[src/rtl/des_ctrl.sv]
// des_ctrl: round sequencer for an iterative DES core.
// Accepts one 64-bit block and runs the 16 rounds with the matching
// key-schedule rotate amounts. It then pulses the final-permutation capture
// and holds the result valid until downstream takes it. Every control output
// except ip_load_out is decoded from registered state.
module des_ctrl (
  input  logic       clk_in,
  input  logic       rst_n_in,
  input  logic       in_valid_in,
  output logic       in_ready_out,
  input  logic       mode_in,
  input  logic       abort_in,
  output logic       ip_load_out,
  output logic       round_en_out,
  output logic [3:0] round_idx_out,
  output logic [1:0] key_shift_out,
  output logic       key_dir_out,
  output logic       fp_load_out,
  output logic       out_valid_out,
  input  logic       out_ready_in,
  output logic       busy_out
);

  localparam logic [1:0] S_IDLE  = 2'd0;
  localparam logic [1:0] S_ROUND = 2'd1;
  localparam logic [1:0] S_FP    = 2'd2;
  localparam logic [1:0] S_OUT   = 2'd3;

  localparam logic [3:0] LAST_ROUND = 4'd15;

  logic [1:0] state;
  logic [3:0] round_idx;
  logic       key_dir;
  logic       accept;

  // Rounds 0, 1, 8 and 15 rotate by one and all others by two. Decrypt skips
  // the rotate in round 0 because it starts from the fully rotated key.
  function automatic logic [1:0] shift_amt(input logic [3:0] idx, input logic dir);
    logic [1:0] amt;
    if (idx == 4'd0 || idx == 4'd1 || idx == 4'd8 || idx == 4'd15)
      amt = (dir && idx == 4'd0) ? 2'd0 : 2'd1;
    else
      amt = 2'd2;
    return amt;
  endfunction

  assign in_ready_out = (state == S_IDLE);
  assign accept       = in_valid_in & in_ready_out;
  // Gated by reset so the IP loader never sees a pulse while the core is held.
  assign ip_load_out  = accept & rst_n_in;

  // Sequencing FSM; abort wins over both the FP transition and the handshake.
  always_ff @(posedge clk_in or negedge rst_n_in) begin
    if (!rst_n_in) begin
      state <= S_IDLE;
    end else begin
      case (state)
        S_IDLE:  if (accept) state <= S_ROUND;
        S_ROUND: begin
          if (abort_in)                      state <= S_IDLE;
          else if (round_idx == LAST_ROUND)  state <= S_FP;
        end
        S_FP:    state <= abort_in ? S_IDLE : S_OUT;
        S_OUT:   if (abort_in || out_ready_in) state <= S_IDLE;
        default: state <= S_IDLE;
      endcase
    end
  end

  // Round counter and direction latch; the counter parks at 15 and holds on abort.
  always_ff @(posedge clk_in or negedge rst_n_in) begin
    if (!rst_n_in) begin
      round_idx <= 4'd0;
      key_dir   <= 1'b0;
    end else if (accept) begin
      round_idx <= 4'd0;
      key_dir   <= mode_in;
    end else if (state == S_ROUND && !abort_in && round_idx != LAST_ROUND) begin
      round_idx <= round_idx + 4'd1;
    end
  end

  assign round_en_out  = (state == S_ROUND);
  assign round_idx_out = round_idx;
  assign key_dir_out   = key_dir;
  assign key_shift_out = round_en_out ? shift_amt(round_idx, key_dir) : 2'd0;
  assign fp_load_out   = (state == S_FP);
  assign out_valid_out = (state == S_OUT);
  assign busy_out      = (state != S_IDLE);

endmodule

[config.mk]
export PLATFORM = sky130hd
export DESIGN_NAME = des_ctrl
export DESIGN_NICKNAME = d
export VERILOG_FILES = /design/src/rtl/des_ctrl.sv
export SDC_FILE = /design/constraint.sdc
export NUM_CORES = 1
export LEC_CHECK = 0
export BUFFER_PORTS_ARGS = -buffer_cell sky130_fd_sc_hd__buf_2
export CAP_MARGIN = 25
export CORE_AREA = 10 10 47 49
export CTS_CLUSTER_SIZE = 16
export DETAILED_ROUTE_END_ITERATION = 6
export DIE_AREA = 0 0 57 59
export PLACE_DENSITY_LB_ADDON = 0.3
export RECOVER_POWER = 25
export SETUP_SLACK_MARGIN = 0.2
export SLEW_MARGIN = 20
export SYNTH_ARGS = -nofsm -noshare
export SYNTH_HDL_FRONTEND = slang
export SYNTH_SLANG_ARGS = --single-unit
[constraint.sdc]
create_clock -name clk_in -period 2.4 [get_ports clk_in]
set_clock_uncertainty 0.1 [all_clocks]
set_input_delay 0.48 -clock clk_in [delete_from_list [all_inputs] [get_ports clk_in]]
set_output_delay 0.48 -clock clk_in [all_outputs]
set_load 0.01 [all_outputs]
# Word level (Yosys, flattened, before mapping)
# Index checks and enable logic that the tools add are counted.
dict set report totals {
  reg_bits 7
  in_bits 6
  out_inout_bits 13
  word_cells 40
}
dict set report op_classes {
  addsub 1
  eq_ne 10
  n_mux 11
  n_bitwise 2
  n_reduce_logical 13
}
# op count
set ops {}
lappend ops {{$mux 2} 7}
lappend ops {{$eq 4x4->1 const B} 2}
lappend ops {{$mux 4} 2}
lappend ops {{$pmux 2 s4} 1}
lappend ops {{$add 4x1->4 const B} 1}
lappend ops {{$eq 2x2->1 const B} 2}
lappend ops {{$eq 4x1->1 const B} 1}
lappend ops {{$logic_not 4->1} 1}
lappend ops {{$logic_or 1x1->1} 4}
lappend ops {{$ne 2x1->1 const B} 2}
lappend ops {{$ne 4x4->1 const B} 1}
lappend ops {{$reduce_bool 2->1} 2}
lappend ops {{$logic_and 1x1->1} 3}
lappend ops {{$ne 3x2->1 const B} 1}
lappend ops {{$reduce_and 3->1} 1}
lappend ops {{$and 1x1->1} 2}
lappend ops {{$eq 2x1->1 const B} 1}
lappend ops {{$logic_not 2->1} 1}
lappend ops {{$logic_not 1->1} 1}
lappend ops {{$mux 1} 1}

# Longest topological paths before layout
dict set report depth {
  word_depth 6
  ltp_mapped 5
  mapped_depth_nobuf 5
}

# Worst setup path before layout
# No wires, ideal clock.
dict set report synth_path {
  kind {register to output}
  startpoint {reg round_idx[1] (netlist: round_idx_out[1])}
  endpoint {out key_shift_out[1]}
  arrival_time_ps 1120
  required_ps 1820
  slack_ps 700
  stages_incl_launch_ff 6
  path_buffers 0
  cell_sequence {dfrtp_1 -> inv_1 -> ha_1 -> nor2b_1 -> o21bai_1 -> and3_1}
}
dict set report synth_between {
  elab_chain_len 6
  word_cells_on_any_way 9
  classes_between {eq/ne: 3; mux: 2; reduce/logical: 4}
}
# item line
set synth_rtl {}
lappend synth_rtl {{start, declared} 32} ;# logic [3:0] round_idx;
lappend synth_rtl {{start signal, assigned} 79} ;# round_idx <= round_idx + 4'd1;
lappend synth_rtl {{$eq 4x1->1 or $logic_not 4->1 (tied branches)} 40} ;# if (idx == 4'd0 || idx == 4'd1 || idx == 4'd8 || idx == 4'd15)
lappend synth_rtl {{$logic_or 1x1->1 (2 in a row)} 40}
lappend synth_rtl {{$logic_or 1x1->1 (*)} 40}
lappend synth_rtl {{$mux 2 (*)} 40}
lappend synth_rtl {{$mux 2 (*)} 86} ;# assign key_shift_out = round_en_out ? shift_amt(round_idx, key_dir) : 2'd0;
lappend synth_rtl {{end, declared} 16} ;# output logic [1:0] key_shift_out,
# Mark *: on every way between the ends. The rest lies on a longest branch, timed or not.

# Worst setup path in the final report
dict set report layout_path {
  startpoint {in rst_n_in}
  endpoint {out ip_load_out}
}
dict set report layout_between {
  elab_chain_len 1
}
# item line
set layout_rtl {}
lappend layout_rtl {{start, declared} 8} ;# input logic rst_n_in,
lappend layout_rtl {{$and 1x1->1} 50} ;# assign ip_load_out = accept & rst_n_in;
lappend layout_rtl {{end, declared} 13} ;# output logic ip_load_out,
# Every way passes these cells.

==> results.py <==
metrics = {
    "yosys": {
        "avgSynthCellArea_um2": 8.98,
        "netlist_instances": 51,
        "yosys_register_bits": 7,
        "yosysSeqAreaShare": 0.383,
        "yosys_warnings": 0,
        "syn-num-nets": 60,
        "synth.distinct_cells": 23,
        "synth_area_um2": 458,
    },
    "place": {
        "place_worst_setup_slack_ps": 608,
        "portBuffers": 18,
        "dpl.cell_count": 85,
        "place_area_um2": 571,
        "gp_congestion": 0.790,
        "dpl.hpwl_um": 906,
    },
    "cts": {
        "cts.path.max_buffers": 2,
        "clkSlewWorstSetupHoldPaths_ps": 50,
        "cts_hold_buffers": 1,
        "cts_buffers": 3,
        "cts_tree": "done",
        "cts_max_level": 1,
        "cts_resized": 0,
        "cts_setup_buffers": 0,
        "clock-sinks": 7,
        "clock_latency_ps": 240,
        "clock-root-buffer": "clkbuf_4",
    },
    "worst_setup_path": {
        "setup.worst_path.start": "rst_n_in",
        "crit_fanout": 8,
        "arrival_ps": 1470,
        "required_ps": 1820,
        "r2r-start": "state[1]",
        "crit_type": "in -> out",
        "crit_end": "ip_load_out",
        "reg2reg_depth": 3,
        "critPathLaunchType": "input pin",
        "regToRegEndpoint": "round_idx_out[3]",
        "reg2reg_setup_slack_ps": 740,
        "cp-end-kind": "output port",
    },
    "power": {
        "p_leak_nw": 0.319,
        "p_comb_frac": 0.328,
        "clkPwrFrac": 0.269,
        "internal_power_mw": 0.253,
        "switchingPower_mw": 0.126,
        "ir_drop_mv": 0.279,
        "fin_total_pwr_mw": 0.379,
        "switching_share": 0.332,
        "p_per_area_mw_per_mm2": 624,
        "pwr-share-seq": 0.403,
    },
    "layout": {
        "drive_gt1_frac": 0.351,
        "antenna_cells": 0,
        "ff_latch_area_um2": 175,
        "fillers": 147,
        "multiInputGateArea_um2": 259,
        "final_cells": 90,
        "final_area_um2": 607,
        "area_delta_synth_final_pct": 32.5,
        "fin_util": 0.433,
        "layout.nets": 84,
    },
    "grt": {
        "antenna_found_initial": 0,
        "grt-ovfl-total": 0,
        "grt_pass1_vias": 433,
        "grt_util_met3": 0.0258,
        "track_usage": 0.0709,
        "grt_pass1_wl_um": 1900,
        "grt_util_met1": 0.0749,
        "gr-usage-met2": 0.110,
        "grt_busiest_layer": "met2",
        "grt_max_degree": 10,
    },
    "floorplan": {
        "pin_count": 19,
        "core_mm2": 0.00140,
        "die_h_um": 59,
        "rows": 14,
        "fp.dieW_um": 57,
        "initial_utilization": 0.327,
        "dieArea_mm2": 0.00336,
    },
    "timing": {
        "max-slew-margin-rel": 0.679,
        "postLayoutSetupSlackWorst_ps": 354,
        "fin_setup_tns_ps": 0,
        "worst_pin_slew_ps": 481,
        "rsz0062_at_grt": "false",
        "finalMaxSlewViolations": 0,
        "finalHoldViolCount": 0,
        "fmax_ghz": 0.489,
        "hold_ws_ps": 336,
        "setup_viol": 0,
        "post-route-period-util": 0.852,
        "period_needed_ps": 2050,
    },
    "worst_hold_path": {
        "hold_class": "in -> reg",
    },
    "detailed_routing": {
        "drt_wl_total_um": 1110,
        "detail_route.wl_per_cell_um": 12.4,
        "drtIter0Drc": 8,
        "drc_errors": 0,
        "via_per_inst": 4.76,
        "via_count": 428,
        "final_antenna_net_count": 0,
        "dr.pass1.iters": 2,
    },
    "outcome": {
        "status": "complete, no violations",
    },
    "job": {
        "cap_viol_max_count": 0,
    },
}
-- sequential cells by signal (all words and copies together) (netlist names) --
register / cells
key_dir_out: 1
round_idx_out: 4
state: 2
-- layer usage --
metal	up-vias	wire, um
li1	225	-
met3	2	84
met4	0	8
met1	190	500
met2	11	519
met5	-	0
-- Yosys cell counts, drive strengths merged --
| cell | number | area share |
|---|---|---|
| a21oi | 4 | 0.044 |
| a22oi | 1 | 0.016 |
| a31oi | 1 | 0.014 |
| and2 | 2 | 0.027 |
| and3 | 2 | 0.027 |
| and4 | 1 | 0.019 |
| buf | 1 | 0.011 |
| dfrtp | 7 | 0.38 |
| ha | 3 | 0.082 |
| inv | 5 | 0.041 |
| mux2 | 2 | 0.049 |
| nand2 | 2 | 0.016 |
| nand3 | 4 | 0.044 |
| nor2 | 3 | 0.025 |
| nor2b | 3 | 0.041 |
| nor3 | 2 | 0.033 |
| nor3b | 2 | 0.044 |
| o21ai | 3 | 0.033 |
| o21bai | 1 | 0.016 |
| o31ai | 1 | 0.016 |
| or3b | 1 | 0.019 |
-- cells in the final DEF (no fill, tap or decap), types with 3 or more instances in the layout --
cell,netlist,routed
inv_1,5,5
nand3_1,4,4
a21oi_1,4,4
clkbuf_4,0,3
nor2b_1,3,3
o21ai_0,3,3
ha_1,3,3
dfrtp_1,7,7
nor2_1,3,3
buf_2,1,18
-- final cells by class --
type                       count  share of cell area
tap                           16              0.0330
clock buffer                   4              0.0433
inverter                       5              0.0309
sequential                     7               0.289
timing repair buffer          20               0.177
multi-input combinational     38               0.427
-- worst min path at each step --
stage	start	to	slack [ps]	cells past startpoint
global placement	rst_n_in	key_dir_out	220	1
finish	abort_in	state[1]	340	2
global route	abort_in	state[1]	350	2
CTS	abort_in	state[1]	330	2
detailed placement	rst_n_in	key_dir_out	220	1
floorplan	rst_n_in	key_dir_out	80	0
-- worst max-delay path, stage by stage --
cell and delay (ps):
dlygate4sd3_1 530, buf_2 180, and2_1 150, buf_2 130
-- cell families after synthesis --
group | Yosys count | share of synthesized area
buffers and inverters | 6 | 0.0519
and+or+nand+nor | 22 | 0.295
muxes | 2 | 0.0492
AOI/OAI and AO/OA | 11 | 0.139
DFF | 7 | 0.383
adders and majority gates | 3 | 0.0820
-- power groups by stage --
stage / clock network, mW / registers (mW) / logic, mW
4_1_cts: 0.109 / 0.153 / 0.128
5_1_grt: 0.110 / 0.157 / 0.141
3_3_place_gp: 0 / 0.155 / 0.124
3_5_place_dp: 0 / 0.155 / 0.126
2_1_floorplan: 0 / 0.156 / 0.0697
6_report: 0.102 / 0.152 / 0.124
Note: power is estimated with default switching activity, not from simulation.
